<file path="src/rtl/cache_pkg.sv">
// Shared types and constants for the cache controller: FSM state encoding,
// address field widths and a word-select helper for 128-bit lines.
package cache_pkg;

    localparam int TAG_W          = 3;
    localparam int INDEX_W        = 10;
    localparam int OFFSET_W       = 2;
    localparam int WORDS_PER_LINE = 4;
    localparam int WORD_BITS      = 32;
    localparam int LINE_BITS      = WORD_BITS * WORDS_PER_LINE;

    typedef enum logic [2:0] {
        IDLE,
        LOOKUP,
        MEM_WAIT,
        REFILL,
        RESP
    } state_t;

    // Offset 0 is the least-significant word of the line.
    function automatic logic [WORD_BITS-1:0] select_word(
        input logic [LINE_BITS-1:0] line,
        input logic [OFFSET_W-1:0]  off
    );
        logic [WORD_BITS-1:0] word;
        word = '0;
        for (int i = 0; i < WORDS_PER_LINE; i++) begin
            if (int'(off) == i) begin
                word = line[i*WORD_BITS +: WORD_BITS];
            end
        end
        return word;
    endfunction

endpackage

</file>
<file path="src/rtl/cache_controller_if.sv">
// Bus bundle between the controller and its environment (CPU load port,
// cache array, memory model, statistics). The master view belongs to the
// controller; the slave view to whatever surrounds it.
interface cache_controller_if #(
    parameter int ADDR_W = 15,
    parameter int WORD_W = 32,
    parameter int LINE_W = 128,
    parameter int CNT_W  = 16
);
    // CPU load port
    logic              cpu_req;
    logic [ADDR_W-1:0] cpu_addr;
    logic              cpu_ready;
    logic              cpu_valid;
    logic [WORD_W-1:0] cpu_data;
    // Cache array
    logic [ADDR_W-1:0] cache_addr;
    logic              cache_hit;
    logic [WORD_W-1:0] cache_data;
    logic              cache_fill_en;
    logic [LINE_W-1:0] cache_fill_data;
    // Main memory
    logic              mem_req;
    logic [ADDR_W-1:0] mem_addr;
    logic              mem_ack;
    logic [LINE_W-1:0] mem_data;
    // Statistics
    logic              clear_stats;
    logic [CNT_W-1:0]  hit_count;
    logic [CNT_W-1:0]  miss_count;

    modport master (
        input  cpu_req, cpu_addr, cache_hit, cache_data, mem_ack, mem_data, clear_stats,
        output cpu_ready, cpu_valid, cpu_data, cache_addr, cache_fill_en, cache_fill_data,
               mem_req, mem_addr, hit_count, miss_count
    );

    modport slave (
        output cpu_req, cpu_addr, cache_hit, cache_data, mem_ack, mem_data, clear_stats,
        input  cpu_ready, cpu_valid, cpu_data, cache_addr, cache_fill_en, cache_fill_data,
               mem_req, mem_addr, hit_count, miss_count
    );
endinterface

</file>
<file path="src/rtl/sat_counter.sv">
// Up-counter that sticks at its maximum value; clear beats increment.
module sat_counter #(
    parameter int W = 16
) (
    input  logic         clock,
    input  logic         reset_n,
    input  logic         inc_i,
    input  logic         clr_i,
    output logic [W-1:0] count_o
);
    logic [W-1:0] count_q, count_d;

    // Next count: clear first, otherwise increment unless already saturated.
    always_comb begin
        count_d = count_q;
        if (clr_i) begin
            count_d = '0;
        end else if (inc_i && (count_q != {W{1'b1}})) begin
            count_d = count_q + W'(1);
        end
    end

    // Count register.
    always_ff @(posedge clock or negedge reset_n) begin
        if (!reset_n) begin
            count_q <= '0;
        end else begin
            count_q <= count_d;
        end
    end

    assign count_o = count_q;
endmodule

</file>
<file path="src/rtl/cache_controller.sv">
// Direct-mapped read-only cache sequencer: probes the cache for one CPU word
// read at a time, refills a 128-bit line from memory on a miss, returns the
// word, and keeps saturating hit/miss statistics.
module cache_controller
    import cache_pkg::*;
#(
    parameter int ADDR_W = 15,
    parameter int WORD_W = 32,
    parameter int LINE_W = 128,
    parameter int CNT_W  = 16
) (
    input  logic               clock,
    input  logic               reset_n,
    cache_controller_if.master bus
);
    localparam int BLK_W = TAG_W + INDEX_W;

    state_t            state_q, state_d;
    logic [ADDR_W-1:0] addr_q, addr_d;
    logic [ADDR_W-1:0] mem_addr_q, mem_addr_d;
    logic              mem_req_q, mem_req_d;
    logic              fill_en_q, fill_en_d;
    logic              cpu_valid_q, cpu_valid_d;
    logic [WORD_W-1:0] cpu_data_q, cpu_data_d;
    logic [LINE_W-1:0] line_q, line_d;
    logic              hit_inc, miss_inc;

    // State and datapath registers; reset returns everything to a quiet IDLE,
    // which also drops an outstanding mem_req at once.
    always_ff @(posedge clock or negedge reset_n) begin
        if (!reset_n) begin
            state_q     <= IDLE;
            addr_q      <= '0;
            mem_addr_q  <= '0;
            mem_req_q   <= 1'b0;
            fill_en_q   <= 1'b0;
            cpu_valid_q <= 1'b0;
            cpu_data_q  <= '0;
            line_q      <= '0;
        end else begin
            state_q     <= state_d;
            addr_q      <= addr_d;
            mem_addr_q  <= mem_addr_d;
            mem_req_q   <= mem_req_d;
            fill_en_q   <= fill_en_d;
            cpu_valid_q <= cpu_valid_d;
            cpu_data_q  <= cpu_data_d;
            line_q      <= line_d;
        end
    end

    // Next-state decode; mem_ack only matters while waiting for memory.
    always_comb begin
        state_d = state_q;
        case (state_q)
            IDLE:     if (bus.cpu_req) state_d = LOOKUP;
            LOOKUP:   state_d = bus.cache_hit ? RESP : MEM_WAIT;
            MEM_WAIT: if (bus.mem_ack) state_d = REFILL;
            REFILL:   state_d = RESP;
            RESP:     state_d = IDLE;
            default:  state_d = IDLE;
        endcase
    end

    // Registered-output next values; strobes default low, data holds.
    always_comb begin
        addr_d      = addr_q;
        mem_addr_d  = mem_addr_q;
        mem_req_d   = mem_req_q;
        fill_en_d   = 1'b0;
        cpu_valid_d = 1'b0;
        cpu_data_d  = cpu_data_q;
        line_d      = line_q;
        hit_inc     = 1'b0;
        miss_inc    = 1'b0;
        case (state_q)
            IDLE: begin
                if (bus.cpu_req) addr_d = bus.cpu_addr;
            end
            LOOKUP: begin
                if (bus.cache_hit) begin
                    cpu_data_d  = bus.cache_data;
                    cpu_valid_d = 1'b1;
                    hit_inc     = 1'b1;
                end else begin
                    mem_addr_d = {addr_q[OFFSET_W +: BLK_W], {OFFSET_W{1'b0}}};
                    mem_req_d  = 1'b1;
                    miss_inc   = 1'b1;
                end
            end
            MEM_WAIT: begin
                // The fill strobe is raised here so it is high throughout REFILL.
                if (bus.mem_ack) begin
                    line_d    = bus.mem_data;
                    mem_req_d = 1'b0;
                    fill_en_d = 1'b1;
                end
            end
            REFILL: begin
                // Return the word from the captured line rather than re-probing.
                cpu_data_d  = select_word(line_q, addr_q[OFFSET_W-1:0]);
                cpu_valid_d = 1'b1;
            end
            default: ;
        endcase
    end

    sat_counter #(.W(CNT_W)) u_hit_cnt (
        .clock   (clock),
        .reset_n (reset_n),
        .inc_i   (hit_inc),
        .clr_i   (bus.clear_stats),
        .count_o (bus.hit_count)
    );

    sat_counter #(.W(CNT_W)) u_miss_cnt (
        .clock   (clock),
        .reset_n (reset_n),
        .inc_i   (miss_inc),
        .clr_i   (bus.clear_stats),
        .count_o (bus.miss_count)
    );

    assign bus.cpu_ready       = (state_q == IDLE);
    assign bus.cpu_valid       = cpu_valid_q;
    assign bus.cpu_data        = cpu_data_q;
    assign bus.cache_addr      = addr_q;
    assign bus.cache_fill_en   = fill_en_q;
    assign bus.cache_fill_data = line_q;
    assign bus.mem_req         = mem_req_q;
    assign bus.mem_addr        = mem_addr_q;
endmodule
</file>
<file path="src/flat_wrapper.sv">
// flat-port wrapper written by rule: the top's interface ports become plain ports
module cache_controller_flat import cache_pkg::*;
#(
    parameter int ADDR_W = 15,
    parameter int WORD_W = 32,
    parameter int LINE_W = 128,
    parameter int CNT_W  = 16
)
  (clock, reset_n, bus_cpu_req, bus_cpu_addr, bus_cache_hit, bus_cache_data, bus_mem_ack, bus_mem_data, bus_clear_stats, bus_cpu_ready, bus_cpu_valid, bus_cpu_data, bus_cache_addr, bus_cache_fill_en, bus_cache_fill_data, bus_mem_req, bus_mem_addr, bus_hit_count, bus_miss_count);
  cache_controller_if #(.ADDR_W(ADDR_W), .WORD_W(WORD_W), .LINE_W(LINE_W), .CNT_W(CNT_W)) bus_i ();
  input  logic clock;
  input  logic reset_n;
  input wire logic [$bits(bus_i.cpu_req)-1:0] bus_cpu_req;
  input wire logic [$bits(bus_i.cpu_addr)-1:0] bus_cpu_addr;
  input wire logic [$bits(bus_i.cache_hit)-1:0] bus_cache_hit;
  input wire logic [$bits(bus_i.cache_data)-1:0] bus_cache_data;
  input wire logic [$bits(bus_i.mem_ack)-1:0] bus_mem_ack;
  input wire logic [$bits(bus_i.mem_data)-1:0] bus_mem_data;
  input wire logic [$bits(bus_i.clear_stats)-1:0] bus_clear_stats;
  output wire logic [$bits(bus_i.cpu_ready)-1:0] bus_cpu_ready;
  output wire logic [$bits(bus_i.cpu_valid)-1:0] bus_cpu_valid;
  output wire logic [$bits(bus_i.cpu_data)-1:0] bus_cpu_data;
  output wire logic [$bits(bus_i.cache_addr)-1:0] bus_cache_addr;
  output wire logic [$bits(bus_i.cache_fill_en)-1:0] bus_cache_fill_en;
  output wire logic [$bits(bus_i.cache_fill_data)-1:0] bus_cache_fill_data;
  output wire logic [$bits(bus_i.mem_req)-1:0] bus_mem_req;
  output wire logic [$bits(bus_i.mem_addr)-1:0] bus_mem_addr;
  output wire logic [$bits(bus_i.hit_count)-1:0] bus_hit_count;
  output wire logic [$bits(bus_i.miss_count)-1:0] bus_miss_count;
  assign bus_i.cpu_req = bus_cpu_req;
  assign bus_i.cpu_addr = bus_cpu_addr;
  assign bus_i.cache_hit = bus_cache_hit;
  assign bus_i.cache_data = bus_cache_data;
  assign bus_i.mem_ack = bus_mem_ack;
  assign bus_i.mem_data = bus_mem_data;
  assign bus_i.clear_stats = bus_clear_stats;
  assign bus_cpu_ready = bus_i.cpu_ready;
  assign bus_cpu_valid = bus_i.cpu_valid;
  assign bus_cpu_data = bus_i.cpu_data;
  assign bus_cache_addr = bus_i.cache_addr;
  assign bus_cache_fill_en = bus_i.cache_fill_en;
  assign bus_cache_fill_data = bus_i.cache_fill_data;
  assign bus_mem_req = bus_i.mem_req;
  assign bus_mem_addr = bus_i.mem_addr;
  assign bus_hit_count = bus_i.hit_count;
  assign bus_miss_count = bus_i.miss_count;
  cache_controller #(.ADDR_W(ADDR_W), .WORD_W(WORD_W), .LINE_W(LINE_W), .CNT_W(CNT_W)) u_core (.clock(clock), .reset_n(reset_n), .bus(bus_i));
endmodule
</file>
<file path="config.mk">
export PLATFORM = sky130hd
export DESIGN_NAME = cache_controller_flat
export DESIGN_NICKNAME = d
export VERILOG_FILES = /design/src/rtl/cache_pkg.sv /design/src/rtl/cache_controller_if.sv /design/src/rtl/sat_counter.sv /design/src/rtl/cache_controller.sv /design/src/flat_wrapper.sv
export SDC_FILE = /design/constraint.sdc
export NUM_CORES = 1
export LEC_CHECK = 0
export BUFFER_PORTS_ARGS = -buffer_cell sky130_fd_sc_hd__buf_2
export CORE_MARGIN = 5
export CORE_UTILIZATION = 44
export DETAILED_ROUTE_END_ITERATION = 7
export PLACE_DENSITY = 0.77
export SLEW_MARGIN = 20
export SYNTH_ARGS = -nofsm -noshare
export SYNTH_HDL_FRONTEND = slang
export SYNTH_SLANG_ARGS = --single-unit
</file>
<file path="constraint.sdc">
create_clock -name clock -period 2.2 [get_ports clock]
set_clock_uncertainty 0.15 [all_clocks]
set_input_delay 0.22 -clock clock [delete_from_list [all_inputs] [get_ports clock]]
set_output_delay 0.22 -clock clock [all_outputs]
set_load 0.01 [all_outputs]
</file>
* After elaboration in Yosys (flattened, before gate mapping)
Cells that the tools add are included.
** Storage, ports and cells
- Register bits after elaboration :: 226
- Logic and storage cells :: 63
** Cells by class
- Eq/ne operators :: 12
- Reductions and logical operators :: 14
- $add $sub $neg :: 2
- Bitwise gates (word level) :: 1
- Multiplexer cells :: 24
** Operators with widths (count)
- $mux W32 :: 5
- $mux W16 :: 4
- $pmux W32 S2 :: 1
- $add A16 B1 Y16 const B :: 2
- $ne A16 B16 Y1 const B :: 2
- $pmux W3 S4 :: 1
- $reduce_and A2 Y1 :: 5
- $mux W3 :: 3
- $mux W1 :: 8
- $ne A2 B2 Y1 const B :: 4
- $reduce_bool A2 Y1 :: 4
- $eq A3 B2 Y1 const B :: 2
- $eq A2 B2 Y1 const B :: 2
- $pmux W1 S2 :: 2
- $eq A3 B1 Y1 const B :: 1
- $logic_not A3 Y1 :: 1
- $reduce_and A3 Y1 :: 1
- $eq A2 B1 Y1 const B :: 1
- $logic_and A1 B1 Y1 :: 2
- $logic_not A2 Y1 :: 1
- $not A1 Y1 :: 1

* Longest topological paths before layout
- Word-level depth :: 6
- Mapped depth :: 7

* Modules after synthesis
A second synthesis with hierarchy kept.
** Unflattened totals
- Cells, all modules :: 844
- Area, all modules :: 11162.0 µm²
** By module, submodules not included
- cache_controller :: sequential area each 4854.7 µm², cells an instance 648, times used 1, area each 9277.6 µm²
- sat_counter :: sequential area each 400.4 µm², cells an instance 98, times used 2, area each 942.2 µm²

* Worst setup path after synthesis
No wires, ideal clock.
- Path type :: register -> register
- Start :: register u_core.state_q[1]
- End :: register u_core.addr_q[10] (netlist: u_core.bus.cache_addr[10])
- Setup time :: 0.125 ns
- Setup slack :: 0.042 ns
- Cell stages (with the launch flop) :: 7
- Arrival :: 1.883 ns
- Clock period less this slack :: 2.158 ns
- Data required time :: 1.925 ns
- Buffers on the path :: 3
- Cell sequence :: dfrtp_1 > clkbuf_1 > nor3_1 > and2_1 > clkbuf_1 > buf_2 > mux2_2
** On the way
- Word-level cells in the longest chain between the ends :: 2
** Ends and longest elaborated chain
- start: declaration :: line cache_controller.sv:18 : state_t state_q, state_d;
- start signal: assignment :: line cache_controller.sv:41 : state_q <= state_d;
- $logic_not A3 Y1
- named net bus_cpu_ready :: line flat_wrapper.sv:20 : output wire logic [$bits(bus_i.cpu_ready)-1:0] bus_cpu_ready;
- $reduce_and A2 Y1 (no source line)
- end signal: assignment :: line cache_controller.sv:42 : addr_q <= addr_d;
- end: declaration :: line cache_controller.sv:19 : logic [ADDR_W-1:0] addr_q, addr_d;
The timed path passes the listed nets, and every way through them passes these cells.
A chain may end at the register's enable or synchronous reset.

* Final worst setup path
- Start :: register u_core.state_q[0]
- End :: register u_core.line_q[85] (netlist: u_core.bus.cache_fill_data[85])
** On the way
- Word-level cells in the longest chain between the ends :: 2
** Ends and longest elaborated chain
- $eq A3 B2 Y1 :: line cache_controller.sv:76 : case (state_q)
- $reduce_and A2 Y1 (no source line)
- end signal: assignment :: line cache_controller.sv:48 : line_q <= line_d;
- end: declaration :: line cache_controller.sv:25 : logic [LINE_W-1:0] line_q, line_d;
Every way passes these cells.

==> results_dict.tcl <==
set metrics [dict create \
    synth-simple-area-share_pct 8.96 \
    synth_compound_area_share_pct 6.57 \
    synth_ff_type "dfrtp_1" \
    num_rows 55 \
    place_ws_ns 0.0283 \
    hp-class "input pin to flip-flop" \
    required_ns 2.45 \
    grt_use_met3_pct 5.97 \
    synth.distinct_cells 43 \
    htree_levels 1 \
    maxCapViolations 0 \
    finalCritPeriodShare_pct 96.4 \
    leakage_nw 7.26 \
    rr_worst_depth 5 \
    die_w_um 161 \
    cp_top_family "simple AND/OR/NAND/NOR gates" \
    maxSlewViolCount 0 \
    ys_top_cells_by_area "dfrtp_1 (56%), mux2_2 (18%), mux4_2 (7.2%), a21oi_1 (2.7%), nand2b_1 (2.0%)" \
    grt.met1_usage_pct 32.8 \
    ys_ff_latch 226 \
    synth_top_family_by_area "multiplexers" \
    grt.busiest_layer "met2" \
    design_area_sq_um 15500 \
    ir_drop_v 0.00101 \
    finalWorstSetupSlack_ns 0.0795 \
    worst-path-buf-inv 2 \
    critPathCapture "u_core.bus.cache_fill_data[85]" \
    synth_cells 762 \
    synthMuxAreaShare_pct 25.6 \
    start_util_pct 44.6 \
    cts.sinks 226 \
    synth_edf_count 0 \
    pwr-share-comb_pct 41.5 \
    synthArstFlopShare_pct 100 \
    grt_pass1_vias 10200 \
    dpl_cell_area_sq_um 12800 \
    firstDrtPassIters 5 \
    p_clk_share_pct 21.8 \
    worstPathCellList "nand2b_1, nor3b_4, buf_12, buf_4, mux2_2" \
    layout_min_cycle_time_ns 2.12 \
    yosysSeqAreaShare_pct 56.2 \
    path_class "flip-flop to flip-flop" \
    gp_congestion 0.883 \
    r2r-end "u_core.bus.cache_fill_data[85]" \
    r2r_slack_ns 0.08 \
    grt_start_max_net_pins 67 \
    crit_path_start_kind "flip-flop" \
    synth_adder_area_share_pct 0.248 \
    gr-usage-all-layers_pct 27.8 \
    route.detailed.drc 0 \
    clock_path_buffers 3 \
    area_delta_synth_final_pct 54.0 \
    wl_um 36800 \
    p_switching_mw 7.42 \
    clk_pin_slew_ns 0.06 \
    rsz0062_at_grt "false" \
    worstMarginPinSlew_ns 0.544 \
    drive_gt1_share_pct 51.2 \
    post_cts_buffers 0 \
    cts_tree "done" \
    grt_overflow 0 \
    die_y_um 161 \
    synthXorXnorAreaFrac_pct 0 \
    numPortBuffers 404 \
    synth_area_per_cell_sq_um 13.2 \
    ant_nets 0 \
    grt_antenna_before_repair 2 \
    r2r-start "u_core.state_q[0]" \
    cp.depth 5 \
    setup_viol 0 \
    cpMaxStageDelayCell "dfrtp_1" \
    num-nets-final 1556 \
    mostFrequentLayoutCell "buf_2" \
    first_iter_violations 626 \
    critPathLaunch "u_core.state_q[0]" \
    ys_warn_count 0 \
    crit_path_end_kind "flip-flop" \
    yosysTopAreaCellShare_pct 56.2 \
    clockRootBuffer "clkbuf_16" \
    insertion_delay_ns 0.53 \
    core_area_sq_um 22600 \
    seqPwrFrac_pct 36.7 \
    use_met2_pct 49.1 \
    dp_cells 1454 \
    pwr_density_cell_nw_per_um2 1330 \
    grt_pass1_wl_um 57400 \
    ios 407 \
    p_sw_share_pct 35.9 \
    outcome "complete, no violations" \
    cts_buffers 25 \
    crit_path_max_incr_delay_ns 0.46 \
    worstPathArrival_ns 2.37 \
    syn_area_sq_um 10100 \
    fmax_mhz 472 \
    die-area_sq_um 26000 \
    slew_headroom_pct 63.7 \
    wl_per_cell_um 21.9 \
    tns_ns 0 \
    avgViaCountPerCell 5.51 \
    fin_cells 1677 \
    worstPathMaxFanout 30 \
    num_vias 9239 \
    hold_viol 0 \
    intPower_mw 13.3 \
    dpl.hpwl_um 23700 \
    layout_common_cells "buf_2 (403), dfrtp_1 (222), dlygate4sd3_1 (177)" \
    yosys.area.top_type "dfrtp_1" \
]
## worst reg2reg max path, stage by stage (launching register included)
cell	delay, ns
dfrtp_1	0.46
nand2b_1	0.24
nor3b_4	0.33
buf_12	0.26
buf_4	0.21
mux2_2	0.35
## cell families after synthesis
kind of cell             after synthesis
multiplexers                         197
adder cells (fa/ha/maj)                2
other                                  1
AND/OR/NAND/NOR                      161
buffers and inverters                 57
AO/OA/AOI/OAI                        118
flip-flops                           226
## sequential cells by signal, summed over array words and instances (netlist names)
name                        cells
u_core.bus.cpu_valid            1
u_core.bus.cache_fill_en        1
u_core.u_miss_cnt.count_o      16
u_core.bus.cache_fill_data    128
u_core.bus.mem_addr            13
u_core.bus.cache_addr          15
u_core.u_hit_cnt.count_o       16
u_core.bus.cpu_data            32
u_core.state_q                  3
u_core.bus.mem_req              1
## layer usage
metal  up-vias  wire (um)
met1      4583      13500
li1       4018          -
met4         0       1780
met3       129       2580
met5         -          0
met2       509      18900
## stage by stage
| stage | hold WS, ns | utilization, % | power (mW) |
|---|---|---|---|
| 2_1_floorplan | -0.226 | - | 11.8 |
| 3_3_place_gp | 0.0691 | 56.9 | 15.4 |
| 3_5_place_dp | 0.0693 | 56.9 | 15.6 |
| 4_1_cts | 0.0161 | 68.6 | 20.5 |
| 5_1_grt | 0.0397 | 68.7 | 21.7 |
| 6_report | 0.0350 | 68.7 | 20.7 |
## power groups by stage
stage                     Sequential [mW]  Combinational (mW)  Clock [mW]
final                                7.60                8.59        4.50
after global routing                 7.80                9.19        4.73
after CTS                            7.46                8.44        4.55
after detailed placement             7.50                8.14           0
after global placement               7.40                7.99           0
after floorplan                      7.95                3.81           0
## cells in the mapped netlist (2+ instances only)
library cell,n
or3_1,6
or2_2,3
nand2_1,14
and3_1,5
nand3_1,8
o21a_1,2
mux4_2,32
o41ai_1,4
inv_1,5
o21ai_0,37
nor3b_2,2
or4_1,13
nor2_1,44
nor3_1,4
o31ai_1,11
mux2_2,164
a211oi_1,4
and2_1,2
nand2b_1,33
ha_1,2
nor4_1,2
buf_4,2
clkbuf_1,28
dfrtp_1,226
a21oi_1,55
nand4_1,10
buf_1,3
nor2b_1,7
o311ai_0,2
buf_2,19
## area by class of cell
| class | count | area, sq um |
|---|---|---|
| Fill cell | 1470 | 7060 |
| Clock buffer | 31 | 678 |
| Sequential cell | 226 | 5660 |
| Antenna cell | 2 | 5.00 |
| Multi-Input combinational cell | 480 | 4230 |
| Clock inverter | 13 | 194 |
| Timing Repair Buffer | 635 | 4370 |
| Tap cell | 285 | 357 |
| Inverter | 5 | 18.8 |
## how the worst min path moves through the flow
stage | from | endpoint | slack [ns] | cells past startpoint
3_5_place_dp | reset_n | u_core.bus.cache_fill_data[7] | 0.07 | 1
4_1_cts | bus_mem_ack | u_core.bus.cache_fill_en | 0.02 | 3
2_1_floorplan | reset_n | u_core.bus.cache_addr[0] | -0.23 | 0
6_report | bus_clear_stats | u_core.u_hit_cnt.count_o[4] | 0.04 | 2
5_1_grt | bus_clear_stats | u_core.u_hit_cnt.count_o[2] | 0.04 | 2
3_3_place_gp | reset_n | u_core.bus.cache_fill_data[7] | 0.07 | 1
## repair_timing
item	4_1_cts	5_1_grt
endpoints found under the setup margin	1	8
cloned	0	0
endpoints found under the hold margin	384	0
pin swaps	0	1
hold buffers	177	0
gates resized for setup	1	5
(Power assumes the default switching activity.)
